==> src/rtl/dram_timing_ctrl.sv <==
// DRAM timing/refresh companion of command_FSM: per-state completion strobes,
// periodic refresh requests and refresh-overrun flag. Optional macro: REF_POSTPONE_EN.
package dram_pack;
    typedef enum logic [3:0] {
        POWER_UP, IDLE, LOAD_MODE, ACTIVATING, READING,
        WRITING, PRECHARGE, REFRESH, ZQ_CAL
    } cmd_state_t;
endpackage

module dram_timing_ctrl
    import dram_pack::*;
#(
    parameter int unsigned CNT_W  = 16,
    parameter int unsigned T_INIT = 1000,
    parameter int unsigned T_RCD  = 11,
    parameter int unsigned T_RD   = 15,
    parameter int unsigned T_WR   = 25,
    parameter int unsigned T_RP   = 11,
    parameter int unsigned T_RFC  = 208,
    parameter int unsigned T_REFI = 6240
) (
    input  logic       CLK,
    input  logic       nRST,
    input  cmd_state_t cmd_state,
    output logic       init_done,
    output logic       tACT_done,
    output logic       tRD_done,
    output logic       tWR_done,
    output logic       tPRE_done,
    output logic       tREF_done,
    output logic       rf_req,
    output logic       ref_overrun
);
`ifdef REF_POSTPONE_EN
    localparam int unsigned PEND_W = 4;
    localparam int unsigned CAP    = 8;
`else
    localparam int unsigned PEND_W = 1;
    localparam int unsigned CAP    = 1;
`endif
    localparam int unsigned TMR_W = (T_REFI > 1) ? $clog2(T_REFI) : 1;

    cmd_state_t        prev_q;
    logic [CNT_W-1:0]  cnt_q, cnt_d, elapsed;
    logic [TMR_W-1:0]  tmr_q, tmr_d;
    logic [PEND_W-1:0] pend_q, pend_d;
    logic              arm_q, arm_d, ovr_q, ovr_d, rf_req_q, rf_req_d;
    logic              entry, tick, ack;

    // elapsed is 0 in the first cycle of any state, so cycle T sees T-1
    always_comb begin
        entry   = (cmd_state != prev_q);
        elapsed = entry ? '0 : cnt_q;
        cnt_d   = (&elapsed) ? elapsed : elapsed + CNT_W'(1);
    end

    // Strobes are combinational; gating with nRST keeps them low while in reset
    assign init_done = nRST && cmd_state == POWER_UP   && elapsed == CNT_W'(T_INIT - 1);
    assign tACT_done = nRST && cmd_state == ACTIVATING && elapsed == CNT_W'(T_RCD - 1);
    assign tRD_done  = nRST && cmd_state == READING    && elapsed == CNT_W'(T_RD - 1);
    assign tWR_done  = nRST && cmd_state == WRITING    && elapsed == CNT_W'(T_WR - 1);
    assign tPRE_done = nRST && cmd_state == PRECHARGE  && elapsed == CNT_W'(T_RP - 1);
    assign tREF_done = nRST && cmd_state == REFRESH    && elapsed == CNT_W'(T_RFC - 1);

    always_comb begin
        arm_d  = arm_q | init_done;
        tick   = arm_q && (tmr_q == TMR_W'(T_REFI - 1));
        tmr_d  = (!arm_q || tick) ? '0 : tmr_q + TMR_W'(1);
        ack    = entry && (cmd_state == REFRESH);
        pend_d = pend_q;
        ovr_d  = ovr_q;
        if (tick && !ack) begin
            if (pend_q == PEND_W'(CAP)) ovr_d = 1'b1;
            else                        pend_d = pend_q + PEND_W'(1);
        end else if (ack && !tick && pend_q != '0) begin
            pend_d = pend_q - PEND_W'(1);
        end
        rf_req_d = (pend_d != '0);
    end

    always_ff @(posedge CLK or negedge nRST) begin
        if (!nRST) begin
            prev_q   <= POWER_UP;
            cnt_q    <= '0;
            tmr_q    <= '0;
            arm_q    <= 1'b0;
            pend_q   <= '0;
            ovr_q    <= 1'b0;
            rf_req_q <= 1'b0;
        end else begin
            prev_q   <= cmd_state;
            cnt_q    <= cnt_d;
            tmr_q    <= tmr_d;
            arm_q    <= arm_d;
            pend_q   <= pend_d;
            ovr_q    <= ovr_d;
            rf_req_q <= rf_req_d;
        end
    end

    assign rf_req      = rf_req_q;
    assign ref_overrun = ovr_q;
endmodule
==> config.mk <==
export PLATFORM = sky130hd
export DESIGN_NAME = dram_timing_ctrl
export DESIGN_NICKNAME = d
export VERILOG_FILES = /design/src/rtl/dram_timing_ctrl.sv
export SDC_FILE = /design/constraint.sdc
export NUM_CORES = 1
export LEC_CHECK = 0
export CAP_MARGIN = 20
export CORE_MARGIN = 2
export CORE_UTILIZATION = 62
export CTS_BUF_LIST = sky130_fd_sc_hd__clkbuf_4 sky130_fd_sc_hd__clkbuf_8
export CTS_CLUSTER_SIZE = 24
export DETAILED_ROUTE_END_ITERATION = 6
export PLACE_DENSITY = 0.92
export SLEW_MARGIN = 5
export SYNTH_ARGS = -nofsm -noshare
export SYNTH_HDL_FRONTEND = slang
export SYNTH_SLANG_ARGS = --single-unit
==> constraint.sdc <==
create_clock -name CLK -period 6.55 [get_ports CLK]
set_clock_uncertainty 0.15 [all_clocks]
set_input_delay 1.31 -clock CLK [delete_from_list [all_inputs] [get_ports CLK]]
set_output_delay 1.31 -clock CLK [all_outputs]
set_load 0.05 [all_outputs]
# Word-level counts from Yosys, hierarchy flattened
# Cells that the tools add are included.
# word_totals
mem_bits_ro	0
out_inout_bits	8
latch_bits	0
elab_cells	54
in_bits	6
register_bits	36
mem_count	0
mem_bits_rw	0
# classes
bitwise	1
n_reduce_logical	25
eq_ne	12
n_addsub	4
div	0
shift	0
n_lt_le_gt_ge	0
mux	6
multipliers	0
# op_table
operator	count
16-bit by 4-bit equality test with 1-bit output, second input constant	2
16-bit two-way mux	2
1-bit logical AND	17
16-bit by 1-bit adder with 16-bit output, second input constant	1
16-bit by 10-bit equality test with 1-bit output, second input constant	1
16-bit by 5-bit equality test with 1-bit output, second input constant	1
16-bit by 8-bit equality test with 1-bit output, second input constant	1
4-bit by 3-bit equality test with 1-bit output, second input constant	4
16-bit AND reduction	1
13-bit by 1-bit adder with 13-bit output, second input constant	1
13-bit equality test, second input constant	1
13-bit two-way mux	1
4-bit by 2-bit equality test with 1-bit output, second input constant	1
4-bit zero test	1
4-bit != test	1
1-bit zero test	3
1-bit two-way mux	3
2-bit AND reduction	1
2-bit nonzero test	1
1-bit adder, second input constant	1
1-bit logical OR	1
1-bit OR	1
1-bit subtractor, second input constant	1

# Depth between registers and ports, before layout
# depth
depth_word	7
depth_mapped	12
mapped_depth_nobuf	9

# Worst setup path before layout
# OpenSTA, ideal clock, no wires.
# synth_timing
path_kind	input -> output
start	in cmd_state[0]
end	out init_done
arrival_time_ns	4.384
slack_ns	0.706
required_ns	5.090
cell_stages	10
path_buffers	2
cell_sequence	clkbuf_1 -> xnor2_1 -> and4_1 -> buf_2 -> nand2_1 -> inv_1 -> ha_1 -> nand4_1 -> or4_1 -> nor4_1
# synth_via
elab_chain_len	4
word_cells_on_any_way	6
classes_between	2 x eq/ne; 1 x mux; 3 x reduce/logical
# synth_rtl
item	line	rtl
start: declaration	24	input cmd_state_t cmd_state,
4-bit != test	52	entry = (cmd_state != prev_q);
16-bit two-way mux	53	elapsed = entry ? '0 : cnt_q;
16-bit by 10-bit equality test with 1-bit output	58	assign init_done = nRST && cmd_state == POWER_UP && elapsed == CNT_W'(T_INIT - 1);
1-bit logical AND (*)	58	
end: declaration	25	output logic init_done,
# Every way passes the cells marked *; elsewhere a longest branch is shown, timed or not.

# Worst setup path after layout
# layout_timing
start	in cmd_state[1]
end	out init_done
# Same word-level chain as after synthesis.

==> results.sh <==
export IMPL_worst_setup_ep="init_done"
export IMPL_final_hold_violation_count=0
export IMPL_clk_insertion_delay_late_ns=0.34
export IMPL_nets=234
export IMPL_layout_common_cells="dfrtp_1, nor2_1, nand2_1"
export IMPL_static_power_due_to_leakage_uw=0.000865
export IMPL_max_freq_mhz=164
export IMPL_worst_setup_hold_path_clk_slew_ns=0.09
export IMPL_relSlewSlack_pct=43.6
export IMPL_cell_types_with_the_largest_area_share_after_synthesis="dfrtp_1, xnor2_1, nand4_1"
export IMPL_tritoncts_num_buffers=5
export IMPL_cts_repair_resized=0
export IMPL_synth_area_leader_cell="dfrtp_1"
export IMPL_period_share_pct=93.0
export IMPL_power_per_cell_area_nw_per_um2=180
export IMPL_grt_total_usage_pct=24.9
export IMPL_grt_overflow_total=0
export IMPL_io_pin_count=14
export IMPL_ys_async_sr_fraction_pct=100
export IMPL_antenna_found_initial=0
export IMPL_timing_worst_slew_pin_value_ns=0.838
export IMPL_worst_path_stages=10
export IMPL_ys_flop_type="dfrtp_1"
export IMPL_cts_max_level=2
export IMPL_ys_seq_area_share_pct=45.0
export IMPL_crit_path_start="cmd_state[1]"
export IMPL_outcome="complete, no violations"
export IMPL_finalMaxSlewViolations=0
export IMPL_path_cells="clkdlybuf4s50_1, xnor2_1, and4_1, nand2_1, inv_1, ha_1, nand4_1, or4_1, nor4_1, clkdlybuf4s50_1"
export IMPL_place_hpwl_um=2960
export IMPL_cts_tree="done"
export IMPL_cts_root_buf="clkbuf_4"
export IMPL_cp_data_arrival_time_ns=4.63
export IMPL_path_common_cell="clkdlybuf4s50_1"
export IMPL_first_global_vias=1564
export IMPL_worst_ep_required_time_ns=5.09
export IMPL_routed_wirelength_um=4010
export IMPL_drive_above_1_share_pct=10.7
export IMPL_setup_violations_final=0
export IMPL_startpoint_types="primary input"
export IMPL_detail_route_antenna_nets=0
export IMPL_hold_path_class="reg2reg"
export IMPL_finalWorstPathRequiredPeriod_ns=6.09
export IMPL_setup_tns_final_ns=0
export IMPL_synth_distinct_cells=42
export IMPL_synthesis_area_per_instance_sq_um=9.58
export IMPL_routedWlPerCell_um=14.9
export IMPL_max_stage_delay_ns=0.84
export IMPL_drt_drc_violations_left=0
export IMPL_gp_routability_congestion=0.887
export IMPL_core_rowCount=20
export IMPL_grt_start_max_net_pins=29
export IMPL_finalPower_uw=402
export IMPL_critPathSlowestCell="clkdlybuf4s50_1"
export IMPL_r2r_start="prev_q[3]"
export IMPL_die_area_sq_um=3700
export IMPL_initial_core_util_pct=65.6
export IMPL_cts_buffer_depth=2
export IMPL_grt_pass1_wl_um=6770
export IMPL_drt_first_pass_iters=4
export IMPL_grt_setup_unrepaired="false"
export IMPL_syn_inst=209
export IMPL_utilization_pct=73.2
export IMPL_vdd_ir_drop_worst_uv=151
export IMPL_clock_sinks=36
export IMPL_drt_first_iter_violations=135
export IMPL_syn_cell_area_sq_um=2000
export IMPL_synth_enable_flop_cells=0
export IMPL_cap_viol_max_count=0
export IMPL_timing_reg2reg_worst_path_depth=10
export IMPL_portBuffers=13
export IMPL_fp_coreArea_sq_um=3050
export IMPL_chipHeight_um=60.8
export IMPL_synth_ff_latch_count=36
export IMPL_syn_nets=219
export IMPL_cts_setup_buffers=0
export IMPL_cts_hold_fix_buffers=0
export IMPL_synth_warnings=0
export IMPL_r2r_setup_slack_ns=3.23
export IMPL_final_common_cell="dfrtp_1"
export IMPL_critical_path_max_fanout=10
export IMPL_yosysTopAreaCellShare_pct=45.0
export IMPL_timing_worst_setup_path_type="in2out"
export IMPL_critical_path_buf_inv_count=3
export IMPL_routed_via_count=1648
export IMPL_worstReg2RegEnd="cnt_q[15]"
export IMPL_growth_of_design_area_from_synthesis_to_finish_pct=11.6
export IMPL_cp_top_family="buffers and inverters"
export IMPL_antenna_cells_inserted=0
export IMPL_setup_worst_path_end_class="output port"
export IMPL_floorplan_die_width_um=60.8
export IMPL_avgViaCountPerCell=6.13
power breakdown:
group	internal, uW	switching, uW	total, uW
sequential	224	0.998	225
combinational	6.21	12.9	19.1
clock	84.2	73.3	158
layout make-up:
cell class,instances,area (sq um)
fillers,234,820
well taps,44,55.1
flip-flops and latches,36,901
multi-input cells,159,1030
clock buffers,6,45.0
repair buffers,16,148
clock inverters,2,35.0
inverters,6,22.5
worst min-delay path by stage:
stage	start	end	slack (ns)	cells past startpoint
floorplan	arm_q	arm_q	0.30	2
global placement	ref_overrun	ref_overrun	0.32	1
detailed placement	tmr_q[0]	tmr_q[0]	0.34	1
CTS	tmr_q[0]	tmr_q[0]	0.35	1
global route	tmr_q[0]	tmr_q[0]	0.37	1
finish	tmr_q[0]	tmr_q[0]	0.35	1
per-layer routing:
metal | vias up | wire [um] | GRT usage, %
met5 | - | 0 | 0
met4 | 0 | 100 | 13.0
met1 | 787 | 1830 | 30.6
met3 | 13 | 162 | 5.54
li1 | 791 | - | -
met2 | 57 | 1920 | 40.9
sequential cells by signal, indices dropped and copies added, names as in the netlist:
signal / cells
cnt_q: 16
tmr_q: 13
prev_q: 4
arm_q: 1
ref_overrun: 1
rf_req: 1
metrics by stage:
stage | setup slack [ns] | std cells | cell area [sq um] | hold slack, ns
finish | 0.458 | 269 | 2230 | 0.348
detailed placement | 0.450 | 261 | 2150 | 0.339
global placement | 0.524 | 261 | 2150 | 0.318
floorplan | 0.706 | 209 | 2000 | 0.299
global route | 0.252 | 269 | 2230 | 0.371
CTS | 0.448 | 269 | 2230 | 0.352
cell usage after synthesis (2+ instances only):
| cell | number |
|---|---|
| nand2_1 | 20 |
| dfrtp_1 | 36 |
| and4_1 | 5 |
| nor4_1 | 8 |
| o31ai_1 | 3 |
| and3_1 | 2 |
| nand4_1 | 15 |
| or3_2 | 2 |
| inv_1 | 6 |
| nor4b_1 | 2 |
| clkbuf_1 | 3 |
| xnor2_1 | 13 |
| or3_1 | 4 |
| a21oi_1 | 9 |
| nor2_1 | 20 |
| or4_1 | 5 |
| nand3_1 | 9 |
| o21ai_0 | 7 |
| buf_2 | 3 |
| ha_1 | 4 |
| xor2_1 | 7 |
| nor3_1 | 6 |
cells by family after synthesis:
logic type                 count (synthesis)  synth area share [%]
DFF                                       36                  45.0
and+or+nand+nor                          109                  31.6
AOI/OAI and AO/OA                         24                  7.37
xor gates and xnor gates                  20                  8.75
adders and majority gates                  5                  3.00
muxes                                      1                 0.562
buffers and inverters                     14                  3.69
worst reg2reg max path: stages, from the launching register on:
cell and delay, ns:
dfrtp_1 0.39, xnor2_1 0.22, and4_1 0.46, nand2_1 0.21, inv_1 0.09, ha_1 0.19, nand3_1 0.20, nor4_1 0.79
buf_4 0.27, nor4_1 0.07, xnor2_1 0.16
Power figures use the tool's default switching activity.
